`config.mk`:
```
export PLATFORM = sky130hd
export DESIGN_NAME = boss_sprite_renderer
export DESIGN_NICKNAME = d
export VERILOG_FILES = /design/src/rtl/boss_pkg.sv /design/src/rtl/sprite_addr_gen.sv /design/src/rtl/boss_sprite_renderer.sv
export SDC_FILE = /design/constraint.sdc
export NUM_CORES = 1
export LEC_CHECK = 0
export ABC_AREA = 0
export BUFFER_PORTS_ARGS = -buffer_cell sky130_fd_sc_hd__buf_4
export CAP_MARGIN = 20
export CORE_ASPECT_RATIO = 0.9
export CORE_MARGIN = 5
export CORE_UTILIZATION = 50
export CTS_CLUSTER_SIZE = 14
export DETAILED_ROUTE_END_ITERATION = 10
export PLACE_DENSITY = 0.84
export SLEW_MARGIN = 20
export SYNTH_ARGS = -nofsm -noshare
export SYNTH_HDL_FRONTEND = slang
export SYNTH_SLANG_ARGS = --single-unit
```
`constraint.sdc`:
```
create_clock -name Clk -period 9 [get_ports Clk]
set_input_delay 0.9 -clock Clk [delete_from_list [all_inputs] [get_ports Clk]]
set_output_delay 0.9 -clock Clk [all_outputs]
set_load 0.005 [all_outputs]
```
`src/rtl/boss_pkg.sv`:
```
// Shared definitions for the little-boss sprite renderer: sprite geometry,
// the lifecycle state encoding and the transparent colour key.
package boss_pkg;

  localparam int SPRITE_W  = 41;
  localparam int SPRITE_H  = 41;
  localparam int ROM_DEPTH = SPRITE_W * SPRITE_H;
  localparam int ADDR_W    = 19;
  localparam int COLOR_W   = 24;
  localparam int CNT_W     = 6;

  localparam logic [COLOR_W-1:0] TRANSP_KEY = 24'h000000;

  // Encoding is visible to game logic through boss_state, so values are fixed.
  typedef enum logic [1:0] {
    DEAD  = 2'd0,
    ALIVE = 2'd1,
    FLASH = 2'd2,
    DYING = 2'd3
  } boss_state_t;

  // Frame counter increment that sticks at all-ones instead of wrapping, so a
  // misconfigured frame count can never alias back to an early effect phase.
  function automatic logic [CNT_W-1:0] satInc(input logic [CNT_W-1:0] value);
    return (value == {CNT_W{1'b1}}) ? value : value + 1'b1;
  endfunction

endpackage

```
`src/rtl/sprite_addr_gen.sv`:
```
// Combinational sprite hit test and sprite-RAM offset calculation.
// The parent registers the results; the offset is only meaningful when
// o_inBox is high.
module sprite_addr_gen
  import boss_pkg::*;
(
  input  logic [9:0]        i_drawX,
  input  logic [9:0]        i_drawY,
  input  logic [9:0]        i_bossX,
  input  logic [9:0]        i_bossY,
  output logic              o_inBox,
  output logic [ADDR_W-1:0] o_offset
);

  logic [10:0]       w_drawX11;
  logic [10:0]       w_drawY11;
  logic [10:0]       w_bossX11;
  logic [10:0]       w_bossY11;
  logic [10:0]       w_xEnd;
  logic [10:0]       w_yEnd;
  logic              w_inX;
  logic              w_inY;
  logic [9:0]        w_dx;
  logic [9:0]        w_dy;

  // Bounds are compared at 11 bits so a sprite near the right/bottom edge of
  // the 10-bit coordinate space never wraps its far edge back to zero.
  assign w_drawX11 = {1'b0, i_drawX};
  assign w_drawY11 = {1'b0, i_drawY};
  assign w_bossX11 = {1'b0, i_bossX};
  assign w_bossY11 = {1'b0, i_bossY};
  assign w_xEnd    = w_bossX11 + 11'(SPRITE_W);
  assign w_yEnd    = w_bossY11 + 11'(SPRITE_H);

  assign w_inX   = (w_drawX11 >= w_bossX11) && (w_drawX11 < w_xEnd);
  assign w_inY   = (w_drawY11 >= w_bossY11) && (w_drawY11 < w_yEnd);
  assign o_inBox = w_inX && w_inY;

  // Row-major offset into the sprite image; peaks at ROM_DEPTH-1 inside the box.
  assign w_dx     = i_drawX - i_bossX;
  assign w_dy     = i_drawY - i_bossY;
  assign o_offset = ({9'd0, w_dy} * ADDR_W'(SPRITE_W)) + {9'd0, w_dx};

endmodule

```
`src/rtl/boss_sprite_renderer.sv`:
```
// Boss sprite pixel stage: drives the sprite RAM address from the scan
// position, keys out transparent pixels and overlays hit-flash and death-blink
// effects driven by a frame-counted lifecycle FSM. Pixel latency is 3 cycles.
module boss_sprite_renderer
  import boss_pkg::*;
#(
  parameter logic [COLOR_W-1:0] FLASH_COLOR  = 24'hFFFFFF,
  parameter int                 FLASH_FRAMES = 8,
  parameter int                 DIE_FRAMES   = 32
)
(
  input  logic               Clk,
  input  logic               Reset,
  input  logic               frame_clk,
  input  logic [9:0]         DrawX,
  input  logic [9:0]         DrawY,
  input  logic [9:0]         boss_x,
  input  logic [9:0]         boss_y,
  input  logic               spawn,
  input  logic               hit,
  input  logic               kill,
  output logic [ADDR_W-1:0]  read_address,
  input  logic [COLOR_W-1:0] data_Out_boss,
  output logic               boss_on,
  output logic [COLOR_W-1:0] boss_rgb,
  output logic [1:0]         boss_state
);

  localparam logic [CNT_W-1:0] FLASH_LAST = CNT_W'(FLASH_FRAMES - 1);
  localparam logic [CNT_W-1:0] DIE_LAST   = CNT_W'(DIE_FRAMES - 1);

  logic               r_frameClkQ;
  logic               w_frameTick;

  boss_state_t        r_state;
  boss_state_t        w_stateNext;
  logic [CNT_W-1:0]   r_counter;
  logic [CNT_W-1:0]   w_counterNext;

  logic               w_inBox;
  logic [ADDR_W-1:0]  w_offset;
  logic [ADDR_W-1:0]  r_readAddress;
  logic               r_v1;
  logic               r_v2;

  logic               w_flashActive;
  logic               w_blinkVisible;
  logic               w_pixelOn;
  logic               r_bossOn;
  logic [COLOR_W-1:0] r_bossRgb;

  sprite_addr_gen u_addrGen (
    .i_drawX  (DrawX),
    .i_drawY  (DrawY),
    .i_bossX  (boss_x),
    .i_bossY  (boss_y),
    .o_inBox  (w_inBox),
    .o_offset (w_offset)
  );

  // Delay frame_clk once so its rising edge becomes a single-cycle tick.
  always_ff @(posedge Clk) begin
    if (Reset) begin
      r_frameClkQ <= 1'b0;
    end else begin
      r_frameClkQ <= frame_clk;
    end
  end

  assign w_frameTick = frame_clk & ~r_frameClkQ;

  // Lifecycle state and effect frame counter registers.
  always_ff @(posedge Clk) begin
    if (Reset) begin
      r_state   <= DEAD;
      r_counter <= '0;
    end else begin
      r_state   <= w_stateNext;
      r_counter <= w_counterNext;
    end
  end

  // Next-state logic; spawn beats kill beats hit beats frame counting, and any
  // event in a tick cycle suppresses the count for that cycle.
  always_comb begin
    w_stateNext   = r_state;
    w_counterNext = r_counter;
    if (spawn) begin
      w_stateNext   = ALIVE;
      w_counterNext = '0;
    end else begin
      case (r_state)
        DEAD: begin
        end
        ALIVE: begin
          if (kill) begin
            w_stateNext   = DYING;
            w_counterNext = '0;
          end else if (hit) begin
            w_stateNext   = FLASH;
            w_counterNext = '0;
          end
        end
        FLASH: begin
          if (kill) begin
            w_stateNext   = DYING;
            w_counterNext = '0;
          end else if (hit) begin
            w_counterNext = '0;
          end else if (w_frameTick) begin
            if (r_counter >= FLASH_LAST) begin
              w_stateNext   = ALIVE;
              w_counterNext = '0;
            end else begin
              w_counterNext = satInc(r_counter);
            end
          end
        end
        DYING: begin
          if (w_frameTick) begin
            if (r_counter >= DIE_LAST) begin
              w_stateNext   = DEAD;
              w_counterNext = '0;
            end else begin
              w_counterNext = satInc(r_counter);
            end
          end
        end
        default: begin
          w_stateNext   = DEAD;
          w_counterNext = '0;
        end
      endcase
    end
  end

  // Stage 1: latch the RAM address for in-box pixels and qualify with liveness.
  always_ff @(posedge Clk) begin
    if (Reset) begin
      r_readAddress <= '0;
      r_v1          <= 1'b0;
    end else begin
      if (w_inBox) begin
        r_readAddress <= w_offset;
      end
      r_v1 <= w_inBox && (r_state != DEAD);
    end
  end

  // Stage 2: track validity while the RAM registers its read data.
  always_ff @(posedge Clk) begin
    if (Reset) begin
      r_v2 <= 1'b0;
    end else begin
      r_v2 <= r_v1;
    end
  end

  // White on even flash frames; hidden on counter phases 4-7 of each 8 while dying.
  assign w_flashActive  = (r_state == FLASH) && !r_counter[0];
  assign w_blinkVisible = (r_state != DYING) || !r_counter[2];
  assign w_pixelOn      = r_v2 && (data_Out_boss != TRANSP_KEY) && w_blinkVisible;

  // Stage 3: key out transparency, apply effects and register the pixel.
  always_ff @(posedge Clk) begin
    if (Reset) begin
      r_bossOn  <= 1'b0;
      r_bossRgb <= '0;
    end else begin
      r_bossOn <= w_pixelOn;
      if (w_pixelOn) begin
        r_bossRgb <= w_flashActive ? FLASH_COLOR : data_Out_boss;
      end else begin
        r_bossRgb <= '0;
      end
    end
  end

  assign read_address = r_readAddress;
  assign boss_on      = r_bossOn;
  assign boss_rgb     = r_bossRgb;
  assign boss_state   = r_state;

endmodule

```
Word level (Yosys, flattened, before mapping) --
Index checks and enable logic that the tools add are counted.
Word-level totals: ROM bits 0, input bits 70, bits in registers 55, memory bits (writable) 0, logic and storage cells 83, memories 0, bits in latches 0
Cells by class: $mul 1, eq/ne operators 18, divide/modulo/power cells 0, bitwise gates (word level) 3, order comparisons 6, reduce and logical (&&, ||, !) cells 19, multiplexer cells 21, shifts and indexed selects 0, add/subtract/negate cells 6
Operator list (count):
- 6-bit 2-to-1 mux | 9
- 24-bit 2-to-1 mux | 1
- 24-bit nonzero test | 1
- 10-bit by 6-bit adder with 11-bit output, second input constant | 2
- 10-bit by 11-bit < comparator with 1-bit output | 2
- 10-bit greater-or-equal comparator | 2
- 4-bit != test, second input constant | 5
- 10-bit subtractor | 2
- 3-bit != test, second input constant | 6
- 6-bit one-hot mux with 3 select lines | 1
- 16-bit by 10-bit adder with 17-bit output | 1
- 10-bit by 6-bit multiplier with 16-bit output, second input constant | 1
- 2-bit 2-to-1 mux | 8
- 7-bit AND reduction | 2
- 1-bit logical AND | 7
- 6-bit by 1-bit adder with 6-bit output, second input constant | 1
- 6-bit == test, second input constant | 1
- 6-bit by 3-bit greater-or-equal comparator with 1-bit output, second input constant | 1
- 6-bit by 5-bit greater-or-equal comparator with 1-bit output, second input constant | 1
- 2-bit != test, second input constant | 3
- 2-bit one-hot mux with 3 select lines | 1
- 2-bit == test, second input constant | 2
- 4-bit AND reduction | 1
- 4-bit nonzero test | 1
- other kinds (9) | 12

Longest topological paths before layout --
word-level depth 7, gate-level depth with buffers 24

Cells and area by module --
Synthesis repeated with hierarchy kept, for this count alone.
Second synthesis, totals: cells, all modules 605, area total of the unflattened synthesis 5108.6 um2
Modules (own cells, without submodules):
- sprite_addr_gen | times used 1, cells each 383, area each 3017.9 um2
- boss_sprite_renderer | times used 1, cells each 222, area each 2090.8 um2

Worst setup path before layout --
Ideal clock, no wire load.
kind input -> register, start input port DrawY[0], end register r_readAddress[16], in the netlist read_address[16], setup slack 3404 ps, cell stages on the path 23, required time 8864 ps, path buffers 0, arrival 5459 ps, cells stage by stage inv_1 -> ha_1 -> fa_1 -> nand2b_1 -> a21oi_1 -> a21o_1 -> a21oi_1 -> xnor2_1 -> ha_1 -> inv_1 -> fa_1 -> inv_1 -> ha_1 -> inv_1 -> fa_1 -> inv_1 -> ha_1 -> a21o_1 -> a21oi_1 -> a2bb2oi_1 -> o311ai_0 -> a221oi_1 -> a211oi_2
Between the ends: word-level cells in the longest chain between the ends 3, elaborated cells between the ends (all ways) 7, classes of those cells 2 x add/sub; 1 x mul; 2 x order compare; 2 x reduce/logical
RTL lines:
- start: declaration | RTL line boss_sprite_renderer.sv:16 | input logic [9:0] DrawY,
- 10-bit subtractor, or another cell as far along | RTL line sprite_addr_gen.sv:41 | assign w_dy = i_drawY - i_bossY;
- 10-bit by 6-bit multiplier with 16-bit output or 1-bit logical AND (tied branches) | RTL line sprite_addr_gen.sv:42, sprite_addr_gen.sv:36
- 16-bit by 10-bit adder with 17-bit output or 1-bit logical AND (tied branches) | RTL line sprite_addr_gen.sv:42, sprite_addr_gen.sv:37
- end signal: assignment | RTL line boss_sprite_renderer.sv:144 | r_readAddress <= w_offset;
- end: declaration | RTL line boss_sprite_renderer.sv:42 | logic [ADDR_W-1:0] r_readAddress;
Several ways; a longest one is shown, not always the timed one. A chain may end at the register's enable or synchronous reset.

Worst setup path after layout --
Ends and elaborated chain as after synthesis.

==> results.cfg <==
[worst_setup_path]
cp.required_ns = 9.15
path_max_fanout = 4
crit_type = in -> reg
cp-start-kind = primary input
cp-end-kind = flip-flop
critPathArrivalTime_ns = 5.94

[global_route]
antenna_found_initial = 0
grt_usage_pct = 18.5
grt_pass1_vias = 4477
grt_pass1_wl_mm = 19.4
grt.overflow.total = 0
grt_max_degree = 27

[place]
globalplace.congestion = 0.825
numPortBuffers = 113
dp.cells = 843
hpwl_mm = 9.84
placed_cell_area_mm2 = 0.00608

[layout]
layout_common_cells = buf_4, ha_1, nor2_1, inv_1, dfxtp_1
nNetsFinal = 904
area_growth_syn_to_layout_pct = 21.8
finalNonFillerCells = 852
antenna_cells = 0
layout_commonest_cell = buf_4
drive_gt1_share_pct = 18.9
design_area_mm2 = 0.00625

[clock_network]
clkTransAtPathRegs_ns = 0.07
cts-resized-gates = 0
clock_latency_ns = 0.29
cts.sinks = 53
root_buffer = clkbuf_16
holdBufCountCts = 0
tritoncts = yes
post-cts-setup-buffer-count = 0
cts_buffers = 5
htreeDepth = 2
clk_path_buf_depth = 2

[yosys]
async_flop_share_pct = 0
ys_types = 61
syn_area_per_cell_um2 = 8.39
ys_seq_elements = 53
syn_inst = 612
synth_top_cell_area_share_pct = 24.1
yosysWarnings = 0
synth_ff_type = dfxtp_1
yosys-top-cells-area = ha_1, dfxtp_1, nor2_1
synth_edf_count = 0
syn_area_mm2 = 0.00513
ys_seq_area_share_pct = 20.7
synth.largest_area_cell = ha_1

[timing]
grt_setup_unrepaired = no
finalSetupTns_ns = 0
hold_viol = 0
fin_worst_skew_ns = 0.00800
finalCritPeriodShare_pct = 64.4
slew_viol_final = 0
worst_pin_slew_ns = 0.692
slew-limit-headroom_pct = 52.7
setup_violations = 0
fin_crit_ns = 5.80
max_clock_freq_ghz = 0.173

[run_status]
outcome = complete, no violations

[drt]
drt-pass1-iter-count = 6
drt_iter0_drc = 227
viasPerCell = 5.39
drc = 0
drtAntennaViolNets = 0
wl_per_cell_um = 13.7
vias = 4595
routed_wl_mm = 11.7

[hold_path]
hold_class = reg -> reg

[floorplan]
die_y_um = 106
start_util_pct = 50.5
core_mm2 = 0.0102
die_area_mm2 = 0.0124
ios = 116
rows = 35
die_w_um = 117

[power_and_ir_drop]
p_leak_nw = 3.04
ir_worst_vdd_uv = 194
power_density_mw_per_mm2 = 237

[job]
drv_cap = 0
[final cells by class]
cell class	instances	area [µm²]
inverters	71	267
clock buffers	5	125
well taps	129	161
clock inverters	3	28.8
repair buffers	116	878
multi-input cells	475	3730
fillers	859	3910
flip-flops and latches	53	1060
[kinds of logic after synthesis]
family / synth area share, %
XOR/XNOR: 6.83
AO/OA/AOI/OAI: 16.8
buffers and inverters: 6.73
AND/OR/NAND/NOR: 17.6
adder cells (fa/ha/maj): 29.2
flip-flops: 20.7
multiplexers: 2.15
other: 0.0731
[cells in the mapped netlist (4+ instances only)]
master	instances
nor4_1	9
nor2_1	85
and2_1	5
nand3b_1	4
ha_1	99
o21ai_0	22
o2111ai_1	5
a211oi_1	5
a21oi_1	37
clkbuf_1	10
mux2i_1	11
nor2b_1	7
nand3_1	6
a21o_1	9
nand2_1	30
xor2_1	12
inv_1	71
nand2b_1	14
dfxtp_1	53
fa_1	13
xnor2_1	28
nor3_1	9
o21a_1	8
[where the power goes]
part / internal, mW / switching (mW) / total, mW
sequential: 0.247 / 0.00919 / 0.256
combinational: 0.462 / 0.566 / 1.03
clock: 0.107 / 0.0893 / 0.196
[per-stage QoR]
stage / power, mW / hold slack, ns / setup WS (ns) / utilization, %
6_report: 1.48 / 0.449 / 3.20 / 61.5
5_1_grt: 1.64 / 0.501 / 2.86 / 61.5
4_1_cts: 1.49 / 0.455 / 3.17 / 61.4
3_5_place_dp: 1.28 / 0.428 / 2.88 / 59.9
3_3_place_gp: 1.25 / 0.419 / 3.07 / 59.9
2_1_floorplan: 1.06 / 0.414 / 3.40 / -
[final timing paths]
| path | start | end | slack (ns) | cells past startpoint |
|---|---|---|---|---|
| setup / recovery | DrawY[0] | read_address[16] | 3.20 | 24 |
| hold / removal | r_v1 | r_v2 | 0.45 | 1 |
| setup reg to reg | boss_state[0] | r_counter[3] | 6.86 | 8 |
| hold reg to reg | r_v1 | r_v2 | 0.45 | 1 |
[per-layer routing]
layer | vias to the layer above | GRT usage [%] | wire length [µm]
li1 | 2329 | - | -
met1 | 2132 | 23.5 | 4940
met2 | 124 | 31.4 | 5760
met3 | 10 | 5.92 | 881
met4 | 0 | 2.46 | 74
met5 | - | 0 | 0
[sequential cells by signal (all words and copies together), names as in the netlist]
signal	count
boss_on	1
read_address	17
r_counter	6
boss_rgb	24
r_v1	1
r_frameClkQ	1
boss_state	2
r_v2	1
[worst max-delay path: stages]
cell	delay, ns
buf_4	0.08
inv_1	0.04
ha_1	0.21
fa_1	0.41
nand2b_1	0.17
a21oi_1	0.29
a21o_1	0.17
a21oi_1	0.10
xnor2_1	0.14
ha_1	0.28
inv_1	0.05
fa_1	0.50
inv_1	0.04
ha_1	0.27
inv_1	0.05
fa_1	0.52
inv_1	0.04
ha_1	0.33
a21o_1	0.17
a21oi_1	0.31
a2bb2oi_1	0.19
o311ai_0	0.18
a221oi_1	0.36
a211oi_2	0.11
Power figures use the tool's default switching activity.
